### src/rtl/wb_line_master_if.sv
// -----------------------------------------------------------------------------
// wb_line_master_if
//
// Purpose: bundles the 512-bit line-granular Wishbone link between
// wb_line_master and the DDR3 line slave.
//
// Signals:
//   wm_cyc   master -> slave  bus cycle in progress
//   wm_stb   master -> slave  transfer strobe
//   wm_we    master -> slave  1 = line write, 0 = line read
//   wm_addr  master -> slave  line byte address, bits [5:0] always 0
//   wm_dout  master -> slave  write line, byte i = bits [8i+7:8i]
//   wm_dm    master -> slave  per-byte write enable, 1 = write byte
//   wm_ack   slave -> master  transfer acknowledge
//   wm_din   slave -> master  read line, valid with wm_ack
//
// Modports: master (used by wb_line_master), slave (used by the DDR3 side).
// -----------------------------------------------------------------------------
interface wb_line_master_if;
  logic         wm_cyc;
  logic         wm_stb;
  logic         wm_we;
  logic [31:0]  wm_addr;
  logic [511:0] wm_dout;
  logic [63:0]  wm_dm;
  logic         wm_ack;
  logic [511:0] wm_din;

  modport master (
    output wm_cyc, wm_stb, wm_we, wm_addr, wm_dout, wm_dm,
    input  wm_ack, wm_din
  );

  modport slave (
    input  wm_cyc, wm_stb, wm_we, wm_addr, wm_dout, wm_dm,
    output wm_ack, wm_din
  );
endinterface

### src/rtl/wb_line_master.sv
// -----------------------------------------------------------------------------
// wb_line_master
//
// Purpose: Wishbone master that serves 32-bit word accesses from a CPU/DMA
// client out of a single 64-byte line buffer, and talks to the 512-bit
// line-granular DDR3 Wishbone slave on misses and flushes. Only dirty bytes
// are written back (byte mask on wm_dm); a fill always brings in a whole line.
// Runs entirely in the DDR3 ui_clk domain.
//
// Parameters:
//   ADDR_BITS  physical address bits decoded (tag = cpu_addr[ADDR_BITS-1:6]);
//              higher address bits are ignored and driven as 0 on wm_addr.
//
// Ports:
//   clk        single clock (DDR3 ui_clk)
//   rst        synchronous, active-high reset
//   cpu_req    word request strobe, held until cpu_ack
//   cpu_we     1 = write, 0 = read
//   cpu_addr   byte address, bits [1:0] ignored
//   cpu_din    write data
//   cpu_be     byte enables for writes
//   cpu_flush  held until cpu_ack; write back dirty bytes and invalidate
//   cpu_ack    one-cycle completion pulse
//   cpu_dout   read data, valid while cpu_ack = 1
//   bus        Wishbone line master port (wb_line_master_if.master)
//   dbg_state  current FSM state encoding
//
// Optional feature, macro WB_LINE_MASTER_STATS_EN:
//   adds stat_hit / stat_miss (32-bit, wrapping) counting accepted word
//   requests that hit or miss the line buffer. Flushes are not counted.
//   With the macro undefined the ports and counters do not exist.
// -----------------------------------------------------------------------------
module wb_line_master #(
  parameter int ADDR_BITS = 29
) (
  input  logic                    clk,
  input  logic                    rst,
  input  logic                    cpu_req,
  input  logic                    cpu_we,
  input  logic [31:0]             cpu_addr,
  input  logic [31:0]             cpu_din,
  input  logic [3:0]              cpu_be,
  input  logic                    cpu_flush,
  output logic                    cpu_ack,
  output logic [31:0]             cpu_dout,
  wb_line_master_if.master        bus,
  output logic [2:0]              dbg_state
`ifdef WB_LINE_MASTER_STATS_EN
  ,
  output logic [31:0]             stat_hit,
  output logic [31:0]             stat_miss
`endif
);

  localparam int TAG_BITS = ADDR_BITS - 6;

  typedef enum logic [2:0] {
    IDLE = 3'b000,
    WB   = 3'b001,
    FILL = 3'b010,
    RESP = 3'b011,
    GAP  = 3'b100
  } state_t;

  state_t state;
  state_t state_next;

  // Line buffer and its bookkeeping
  logic [511:0]          line;
  logic [63:0]           dirty;
  logic [TAG_BITS-1:0]   tag;
  logic                  valid;

  // Request captured at acceptance; the client may change cpu_* afterwards
  logic [TAG_BITS-1:0]   req_tag;
  logic [3:0]            req_word;
  logic                  req_we;
  logic [31:0]           req_din;
  logic [3:0]            req_be;
  logic                  flush_flag;

  logic [TAG_BITS-1:0]   cpu_tag;
  logic                  hit;
  logic                  accept;
  logic                  bus_done;
  logic                  unused_addr;

  assign cpu_tag   = cpu_addr[ADDR_BITS-1:6];
  assign hit       = valid && (tag == cpu_tag);
  assign dbg_state = state;

  // The cycle in which cpu_ack is high still shows the old request on
  // cpu_req/cpu_flush, so nothing new is accepted in that cycle.
  assign accept = (state == IDLE) && !cpu_ack && (cpu_req || cpu_flush);

  // A transfer only completes while our own strobe is up; a stray ack in
  // any other state, or before the strobe rises, is ignored.
  assign bus_done = ((state == WB) || (state == FILL)) &&
                    bus.wm_cyc && bus.wm_stb && bus.wm_ack;

  assign unused_addr = ^{cpu_addr[31:ADDR_BITS], cpu_addr[1:0]};

  // Line address on the bus: tag above six zero offset bits, upper bits zero.
  function automatic logic [31:0] line_addr(input logic [TAG_BITS-1:0] t);
    return 32'({t, 6'b000000});
  endfunction

  // State register.
  always_ff @(posedge clk) begin
    if (rst) begin
      state <= IDLE;
    end else begin
      state <= state_next;
    end
  end

  // Next-state logic. Flush beats a word request; a write-back is only
  // needed when some byte of the resident line is dirty.
  always_comb begin
    state_next = state;
    case (state)
      IDLE: begin
        if (accept) begin
          if (cpu_flush) begin
            if (dirty != '0) begin
              state_next = WB;
            end
          end else if (hit) begin
            state_next = RESP;
          end else if (dirty != '0) begin
            state_next = WB;
          end else begin
            state_next = FILL;
          end
        end
      end
      WB: begin
        if (bus_done) begin
          state_next = flush_flag ? IDLE : GAP;
        end
      end
      GAP: begin
        state_next = FILL;
      end
      FILL: begin
        if (bus_done) begin
          state_next = RESP;
        end
      end
      RESP: begin
        state_next = IDLE;
      end
      default: begin
        state_next = IDLE;
      end
    endcase
  end

  // Datapath and registered bus outputs. The strobe is raised on the first
  // clock spent in WB/FILL and dropped on the edge that sees the ack, so the
  // bus always shows at least one idle cycle between two transfers.
  always_ff @(posedge clk) begin
    if (rst) begin
      line        <= '0;
      dirty       <= '0;
      tag         <= '0;
      valid       <= 1'b0;
      req_tag     <= '0;
      req_word    <= '0;
      req_we      <= 1'b0;
      req_din     <= '0;
      req_be      <= '0;
      flush_flag  <= 1'b0;
      cpu_ack     <= 1'b0;
      cpu_dout    <= '0;
      bus.wm_cyc  <= 1'b0;
      bus.wm_stb  <= 1'b0;
      bus.wm_we   <= 1'b0;
      bus.wm_addr <= '0;
      bus.wm_dout <= '0;
      bus.wm_dm   <= '0;
    end else begin
      cpu_ack <= 1'b0;
      case (state)
        IDLE: begin
          if (accept) begin
            req_tag    <= cpu_tag;
            req_word   <= cpu_addr[5:2];
            req_we     <= cpu_we;
            req_din    <= cpu_din;
            req_be     <= cpu_be;
            flush_flag <= cpu_flush;
            // A clean flush completes right away without touching the bus
            if (cpu_flush && (dirty == '0)) begin
              valid   <= 1'b0;
              cpu_ack <= 1'b1;
            end
          end
        end
        WB: begin
          if (!bus.wm_cyc) begin
            bus.wm_cyc  <= 1'b1;
            bus.wm_stb  <= 1'b1;
            bus.wm_we   <= 1'b1;
            bus.wm_addr <= line_addr(tag);
            bus.wm_dout <= line;
            bus.wm_dm   <= dirty;
          end else if (bus_done) begin
            bus.wm_cyc <= 1'b0;
            bus.wm_stb <= 1'b0;
            bus.wm_we  <= 1'b0;
            bus.wm_dm  <= '0;
            dirty      <= '0;
            if (flush_flag) begin
              valid   <= 1'b0;
              cpu_ack <= 1'b1;
            end
          end
        end
        FILL: begin
          if (!bus.wm_cyc) begin
            bus.wm_cyc  <= 1'b1;
            bus.wm_stb  <= 1'b1;
            bus.wm_we   <= 1'b0;
            bus.wm_addr <= line_addr(req_tag);
            bus.wm_dm   <= '0;
          end else if (bus_done) begin
            bus.wm_cyc <= 1'b0;
            bus.wm_stb <= 1'b0;
            line       <= bus.wm_din;
            tag        <= req_tag;
            valid      <= 1'b1;
            dirty      <= '0;
          end
        end
        RESP: begin
          // Hits and completed fills both finish here: merge or select the word
          if (req_we) begin
            for (int i = 0; i < 4; i++) begin
              if (req_be[i]) begin
                line[{req_word, 2'(i), 3'b000} +: 8] <= req_din[8*i +: 8];
                dirty[{req_word, 2'(i)}]             <= 1'b1;
              end
            end
          end else begin
            cpu_dout <= line[{req_word, 5'b00000} +: 32];
          end
          cpu_ack <= 1'b1;
        end
        default: begin
        end
      endcase
    end
  end

`ifdef WB_LINE_MASTER_STATS_EN
  // Hit/miss statistics, sampled at the moment a word request is accepted.
  always_ff @(posedge clk) begin
    if (rst) begin
      stat_hit  <= '0;
      stat_miss <= '0;
    end else if (accept && !cpu_flush) begin
      if (hit) begin
        stat_hit <= stat_hit + 32'd1;
      end else begin
        stat_miss <= stat_miss + 32'd1;
      end
    end
  end
`endif

endmodule

### src/flat_wrapper.sv
// flat-port wrapper written by rule: the top's interface ports become plain ports
module wb_line_master_flat 
#(
  parameter int ADDR_BITS = 29
)
  (clk, rst, cpu_req, cpu_we, cpu_addr, cpu_din, cpu_be, cpu_flush, cpu_ack, cpu_dout, dbg_state, bus_wm_cyc, bus_wm_stb, bus_wm_we, bus_wm_addr, bus_wm_dout, bus_wm_dm, bus_wm_ack, bus_wm_din);
  wb_line_master_if bus_i ();
  input  logic clk;
  input  logic rst;
  input  logic cpu_req;
  input  logic cpu_we;
  input  logic [31:0] cpu_addr;
  input  logic [31:0] cpu_din;
  input  logic [3:0] cpu_be;
  input  logic cpu_flush;
  output logic cpu_ack;
  output logic [31:0] cpu_dout;
  output logic [2:0] dbg_state;
  output wire logic [$bits(bus_i.wm_cyc)-1:0] bus_wm_cyc;
  output wire logic [$bits(bus_i.wm_stb)-1:0] bus_wm_stb;
  output wire logic [$bits(bus_i.wm_we)-1:0] bus_wm_we;
  output wire logic [$bits(bus_i.wm_addr)-1:0] bus_wm_addr;
  output wire logic [$bits(bus_i.wm_dout)-1:0] bus_wm_dout;
  output wire logic [$bits(bus_i.wm_dm)-1:0] bus_wm_dm;
  input wire logic [$bits(bus_i.wm_ack)-1:0] bus_wm_ack;
  input wire logic [$bits(bus_i.wm_din)-1:0] bus_wm_din;
  assign bus_wm_cyc = bus_i.wm_cyc;
  assign bus_wm_stb = bus_i.wm_stb;
  assign bus_wm_we = bus_i.wm_we;
  assign bus_wm_addr = bus_i.wm_addr;
  assign bus_wm_dout = bus_i.wm_dout;
  assign bus_wm_dm = bus_i.wm_dm;
  assign bus_i.wm_ack = bus_wm_ack;
  assign bus_i.wm_din = bus_wm_din;
  wb_line_master #(.ADDR_BITS(ADDR_BITS)) u_core (.clk(clk), .rst(rst), .cpu_req(cpu_req), .cpu_we(cpu_we), .cpu_addr(cpu_addr), .cpu_din(cpu_din), .cpu_be(cpu_be), .cpu_flush(cpu_flush), .cpu_ack(cpu_ack), .cpu_dout(cpu_dout), .bus(bus_i), .dbg_state(dbg_state));
endmodule
### config.mk
export PLATFORM = sky130hd
export DESIGN_NAME = wb_line_master_flat
export DESIGN_NICKNAME = d
export VERILOG_FILES = /design/src/rtl/wb_line_master_if.sv /design/src/rtl/wb_line_master.sv /design/src/flat_wrapper.sv
export SDC_FILE = /design/constraint.sdc
export NUM_CORES = 2
export LEC_CHECK = 0
export BUFFER_PORTS_ARGS = -buffer_cell sky130_fd_sc_hd__buf_2
export CAP_MARGIN = 20
export CORE_AREA = 10 10 478 480
export CTS_CLUSTER_DIAMETER = 200
export DETAILED_ROUTE_END_ITERATION = 10
export DIE_AREA = 0 0 488 490
export PLACE_DENSITY = 0.44
export RECOVER_POWER = 100
export SETUP_SLACK_MARGIN = 0.1
export SLEW_MARGIN = 10
export SYNTH_ARGS = -nofsm -noshare
export SYNTH_HDL_FRONTEND = slang
export SYNTH_SLANG_ARGS = --single-unit
### constraint.sdc
create_clock -name clk -period 8.52 [get_ports clk]
set_clock_uncertainty 0.1 [all_clocks]
set_input_delay 0.852 -clock clk [delete_from_list [all_inputs] [get_ports clk]]
set_output_delay 0.852 -clock clk [all_outputs]
set_load 0.1 [all_outputs]
### Word level (Yosys, flattened, before mapping)

Cells that the tools add are included.

| cells by class | value |
|---|---|
| add/sub/neg operators | 4 |
| magnitude comparators | 8 |
| eq/ne operators | 20 |
| shift-type cells | 9 |
| muxes and demuxes | 81 |
| bitwise logic cells | 6 |
| reduce and logical (&&, ||, !) cells | 33 |

Operators with widths:

| operator | number |
|---|---|
| 512-bit two-way mux | 16 |
| 512-bit bitwise mux | 4 |
| 8-bit by 11-bit variable shift with 512-bit output, first input constant | 4 |
| 8-bit by 11-bit indexed part select with 512-bit output | 4 |
| 64-bit two-way mux | 18 |
| 512-bit one-hot mux with 2 select lines | 1 |
| 512-bit by 10-bit indexed part select with 32-bit output | 1 |
| 64-bit one-hot mux with 2 select lines | 2 |
| 64-bit logical NOT | 1 |
| 32-bit two-way mux | 2 |
| 64-bit by 61-bit OR with 64-bit output | 1 |
| 64-bit by 62-bit OR with 64-bit output | 1 |
| 64-bit by 63-bit OR with 64-bit output | 1 |
| 64-bit OR | 1 |
| 32-bit one-hot mux with 2 select lines | 1 |
| 64-bit nonzero test | 1 |
| 9-bit negation with 11-bit output | 4 |
| 6-bit by 7-bit < comparator with 1-bit output, second input constant | 4 |
| 6-bit by 1-bit >= comparator with 1-bit output, second input constant | 4 |
| 23-bit equality test | 1 |
| 1-bit two-way mux | 21 |
| 3-bit two-way mux | 7 |
| 2-bit by 1-bit != test with 1-bit output, second input constant | 9 |
| 1-bit demux with 4-bit select | 4 |
| 21 further kinds | 48 |

| storage, ports and cells | value |
|---|---|
| register bits after elaboration | 1312 |
| input port bits | 586 |
| output and inout port bits | 647 |
| logic and storage cells | 180 |

### Logic depth before layout (Yosys ltp)

| logic depth | value |
|---|---|
| word-level depth | 23 |
| mapped depth | 12 |
| depth with buffers taken out | 8 |

### Worst setup path after synthesis

No wires, ideal clock.

| timing | value |
|---|---|
| path type | reg-to-reg |
| start point | register u_core.req_word[0] |
| end point | register u_core.line[102] |
| setup time | 0.086 ns |
| arrival time | 3.042 ns |
| data required time | 8.334 ns |
| setup slack | 5.292 ns |
| cell stages (with the launch flop) | 13 |
| buffers on the path | 5 |
| clock period less this slack | 3.228 ns |
| cells stage by stage | dfxtp_1 -> buf_2 -> buf_2 -> buf_2 -> inv_1 -> ha_1 -> ha_1 -> clkbuf_1 -> o2111ai_1 -> a211oi_2 -> buf_2 -> nor2_1 -> a211oi_1 |

| between the ends | value |
|---|---|
| word-level cells in the longest chain between the ends | 21 |
| elaborated cells between the ends (all ways) | 31 |
| those cells by class | add/sub: 4; shift: 8; mux: 19 |

RTL lines:

| element | RTL line | text |
|---|---|---|
| start: declaration | wb_line_master.sv:76 | `logic [3:0] req_word;` |
| start signal: assignment | wb_line_master.sv:188 | `req_word <= cpu_addr[5:2];` |
| 9-bit negation with 11-bit output | wb_line_master.sv:241 | `line[{req_word, 2'(i), 3'b000} +: 8] <= req_din[8*i +: 8];` |
| 8-bit by 11-bit indexed part select with 512-bit output / 8-bit by 11-bit variable shift with 512-bit output (equally long branches) | wb_line_master.sv:241 |  |
| 512-bit bitwise mux | wb_line_master.sv:241 |  |
| 512-bit two-way mux | wb_line_master.sv:240 | `if (req_be[i]) begin` |
| 512-bit two-way mux | wb_line_master.sv:238 | `if (req_we) begin` |
| 512-bit two-way mux | wb_line_master.sv:184 | `case (state)` |
| 512-bit two-way mux | wb_line_master.sv:163 | `if (rst) begin` |
| 512-bit bitwise mux | wb_line_master.sv:241 |  |
| [5 not listed] | - |  |
| 512-bit two-way mux | wb_line_master.sv:240 |  |
| 512-bit two-way mux | wb_line_master.sv:238 |  |
| 512-bit two-way mux | wb_line_master.sv:184 |  |
| 512-bit two-way mux | wb_line_master.sv:163 |  |
| 512-bit bitwise mux | wb_line_master.sv:241 |  |
| 512-bit two-way mux (*) | wb_line_master.sv:240 |  |
| 512-bit two-way mux (*) | wb_line_master.sv:238 |  |
| 512-bit one-hot mux with 2 select lines (*) | wb_line_master.sv:184 |  |
| end signal: assignment | wb_line_master.sv:230 | `line <= bus.wm_din;` |
| end signal: indexed assignment | wb_line_master.sv:241 |  |
| end: declaration | wb_line_master.sv:69 | `logic [511:0] line;` |

Mark *: on every way between the ends. The rest lies on a longest branch, timed or not. The select of a mux whose other input is x is not followed.
A chain may end at the register's enable or synchronous reset.

### Final worst setup path

| timing | value |
|---|---|
| start point | register u_core.state[1] (netlist: u_core.dbg_state[1]) |
| end point | register u_core.line[369] |

| between the ends | value |
|---|---|
| word-level cells in the longest chain between the ends | 7 |
| elaborated cells between the ends (all ways) | 13 |
| those cells by class | eq/ne: 6; mux: 1; reduce/logical: 6 |

RTL lines:

| element | RTL line | text |
|---|---|---|
| start: declaration | wb_line_master.sv:65 | `state_t state;` |
| start signal: assignment | wb_line_master.sv:113 | `state <= state_next;` |
| 3-bit by 1-bit equality test with 1-bit output / 3-bit by 2-bit equality test with 1-bit output (equally long branches) | wb_line_master.sv:98, wb_line_master.sv:184 |  |
| 1-bit logical OR | wb_line_master.sv:98 | `assign bus_done = ((state == WB) \|\| (state == FILL)) &&` |
| 1-bit logical AND | wb_line_master.sv:98 |  |
| 1-bit logical AND (2 in a row) | wb_line_master.sv:99 | `bus.wm_cyc && bus.wm_stb && bus.wm_ack;` |
| 2-bit by 1-bit != test with 1-bit output (no line) | - |  |
| 4-bit AND reduction (no line) | - |  |

Parallel ways exist; a longest one is shown, timed or not.

==> metrics.md <==
| Metric | Value |
|---|---|
| Drt wl/cell | `~32 µm` |
| Chip Width | `between 400 and 500 µm` |
| Post-CTS Setup Inserts | `0` |
| Register clock-pin slew on the reported worst setup and hold paths | `60 ps` |
| Core box area | `between 0.2 and 0.25 mm²` |
| Area Overhead vs Synth | `24.5%` |
| Via count of the first global-routing pass | `51700` |
| Max_cap viols | `52` |
| Synth Register Bits | `roughly 1300` |
| Slew headroom | `-193%` |
| Crit Path Class | `register to register` |
| Post-layout min period | `~6400 ps` |
| CTS Buf Count | `160` |
| Initial antenna violation count | `~130` |
| RSZ-0062 raised after global routing | `no` |
| CP arrival | `between 7000 and 8000 ps` |
| Fin. Hold Viols | `0` |
| Period Utilization, post-route | `roughly three quarters` |
| Most frequent cells in the layout | `dfxtp_1, nand2_1, a21oi_1` |
| Dpl cells | `~9800` |
| Final wirelength | `326000 µm` |
| P_leak | `22.2 nW` |
| Critical Path Fanout Max | `30` |
| Worst-Margin Slew | `between 4000 and 5000 ps` |
| Post-synth EDFFs | `0` |
| Worst setup margin | `~2100 ps` |
| CTS max path bufs | `3` |
| PortBufs | `1218` |
| Post-Syn Instances | `roughly 6200` |
| Fmax | `around 0.16 GHz` |
| Setup TNS | `0 ps` |
| CP endpoint kind | `register` |
| Die ar. | `0.239 mm²` |
| Post-cts resize count | `0` |
| GRT overflow | `0` |
| Fin nets | `7678` |
| Slew Limit Fails | `1210` |
| Syn Area/Cell | `between 8 and 9 µm²` |
| Final setup fails | `0` |
| CTS H-tree depth | `4` |
| Worst EP required | `between 9000 and 10000 ps` |
| Clk sinks | `1303` |
| Yosys cell types | `71` |
| Root Buffer | `clkbuf_16` |
| Asr flop ratio synth | `0%` |
| Vias | `54600` |
| Sequential share of the synthesized area | `around half` |
| Critical path launch point type | `register` |
| Worst hold path class | `input pin to register` |
| First-pass GRT wire length | `~440000 µm` |
| Post-route ant nets | `0` |
| Post-route cell area | `slightly below 0.07 mm²` |
| Final HPWL DP | `248000 µm` |
| Vias per inst | `around 5.4` |
| # DRC | `0` |
| Starting Density | `24.8%` |
| Failing checks | `capacitance limit, slew limit` |
| DRT iter0 DRCs | `around 5900` |
| Mapped cell area | `~0.054 mm²` |
| Finished Layout Cells | `10100` |
| Status | `finished, violations left` |
| Pre-CTS setup slack | `3680 ps` |
| Die Y-Extent | `just under 500 µm` |
| CTS tree | `yes` |
| Dpl cell area | `around 0.063 mm²` |
| Largest net degree at the start of global routing | `about 210` |
| Max IR drop VDD | `~0.22 mV` |
| PD cells | `around 230 mW/mm²` |
| Pre-antenna DRT Iters | `6` |
| # hold bufs at CTS | `0` |
| Main synth FF type | `dfxtp_1` |
| Skew-Pair Late Insertion Delay | `between 800 and 900 ps` |
| Tot GR Track Use | `between 20% and 30%` |
| Layout cells sized above 1 | `roughly 16%` |
| Leading cell type in the layout, fill and taps excluded | `dfxtp_1` |
| Final Wtd Congestion | `roughly 0.9` |
| I/O pins | `roughly 1200` |
| Cell Rows | `172` |
| Yosys warns | `0` |
[worst paths after layout]
check                                        startpoint                 endpoint  slack [ps]  cells past startpoint
worst max-delay path                u_core.dbg_state[1]         u_core.line[369]        2150                      8
worst min-delay path                        cpu_din[14]       u_core.req_din[14]         140                      3
worst max register to register      u_core.dbg_state[1]         u_core.line[369]        2150                      8
worst min register to register  u_core.bus.wm_dout[148]  u_core.bus.wm_dout[148]         350                      2
[metrics by stage]
stage	hold slack (ps)	total power (W)	utilization, %
6_report	143	0.0156	30.9
4_1_cts	65.1	0.0158	31.2
3_5_place_dp	345	0.00854	28.7
2_1_floorplan	338	0.00761	-
3_3_place_gp	342	0.00853	28.7
5_1_grt	113	0.0161	30.9
[cell usage after synthesis (all sizes together) (2+ instances only)]
cell type / number / area (µm²)
nand4: 11 / 68.8
a2111oi: 13 / 114
nor2: 652 / 2450
xnor2: 23 / 201
a32oi: 296 / 2590
o21a: 2 / 15.0
or3: 12 / 75.1
a22oi: 233 / 1750
and3: 6 / 37.5
nand2: 1279 / 4800
a22o: 77 / 674
inv: 15 / 56.3
o2bb2ai: 15 / 131
nor3: 85 / 666
nand3: 8 / 40.0
a2bb2oi: 2 / 17.5
o211ai: 3 / 22.5
or4: 5 / 41.3
and3b: 8 / 70.1
clkbuf: 418 / 1570
nor3b: 6 / 50.1
o31ai: 12 / 95.1
or2: 4 / 25.0
mux4: 160 / 3600
a31oi: 2 / 12.5
a211oi: 453 / 3420
nand2b: 6 / 37.5
nor2b: 3 / 18.8
a311oi: 2 / 23.8
a21oi: 708 / 3550
nor4: 34 / 246
mux2i: 23 / 230
buf: 185 / 891
ha: 8 / 100
and2: 5 / 31.3
o21ai: 56 / 280
dfxtp: 1303 / 26100
o2111ai: 4 / 35.0
nand4b: 2 / 17.5
[where the power goes]
part           total, W  leakage (nW)  internal [W]  switching [W]
Combinational   0.00207          9.03      0.000451        0.00162
Sequential      0.00634          10.5       0.00618       0.000155
Clock           0.00722          2.71       0.00425        0.00296
[layer usage]
layer | share of wire [%] | vias to the layer above | track usage, %
met4 | 4.4 | 74 | 10.2
met1 | 42 | 27100 | 33.3
met5 | 0.22 | - | 0.885
met2 | 43 | 2748 | 38.5
met3 | 11 | 550 | 9.04
li1 | - | 24200 | -
[worst max-delay path, stage by stage, from the launching register on]
cell      delay [ps]
dfxtp_1          840
nor3b_1          270
clkbuf_1        1760
a22oi_1          660
buf_4            440
buf_4            360
nor3_1          1400
nor2_1            90
a211oi_1         280
[logic make-up after synthesis]
family	after synthesis	share of synthesized area, %
DFF	1303	48.0
AOI/OAI and AO/OA	1889	23.7
adders and majority gates	8	0.184
xor gates and xnor gates	24	0.387
other	1	0.00691
buffers and inverters	619	4.64
muxes	183	7.06
and+or+nand+nor	2128	16.0
[flip-flops by register name (all words and copies together), names as in the netlist, 4 cells and up]
| register | count |
|---|---|
| u_core.bus.wm_dm | 64 |
| u_core.req_word | 4 |
| u_core.dirty | 64 |
| u_core.req_tag | 23 |
| u_core.req_din | 32 |
| u_core.bus.wm_addr | 23 |
| u_core.line | 512 |
| u_core.bus.wm_dout | 512 |
| u_core.tag | 23 |
| u_core.req_be | 4 |
| u_core.cpu_dout | 32 |
[layout make-up]
class	count	area, µm²
Fill cell	23700	151000
Sequential cell	1303	26100
Multi-Input combinational cell	4241	25700
Timing Repair Buffer	1362	6440
Clock buffer	250	4920
Tap cell	2871	3590
Clock inverter	40	622
Antenna cell	57	143
Inverter	16	60.1
Note: power is estimated with default switching activity, not from simulation.
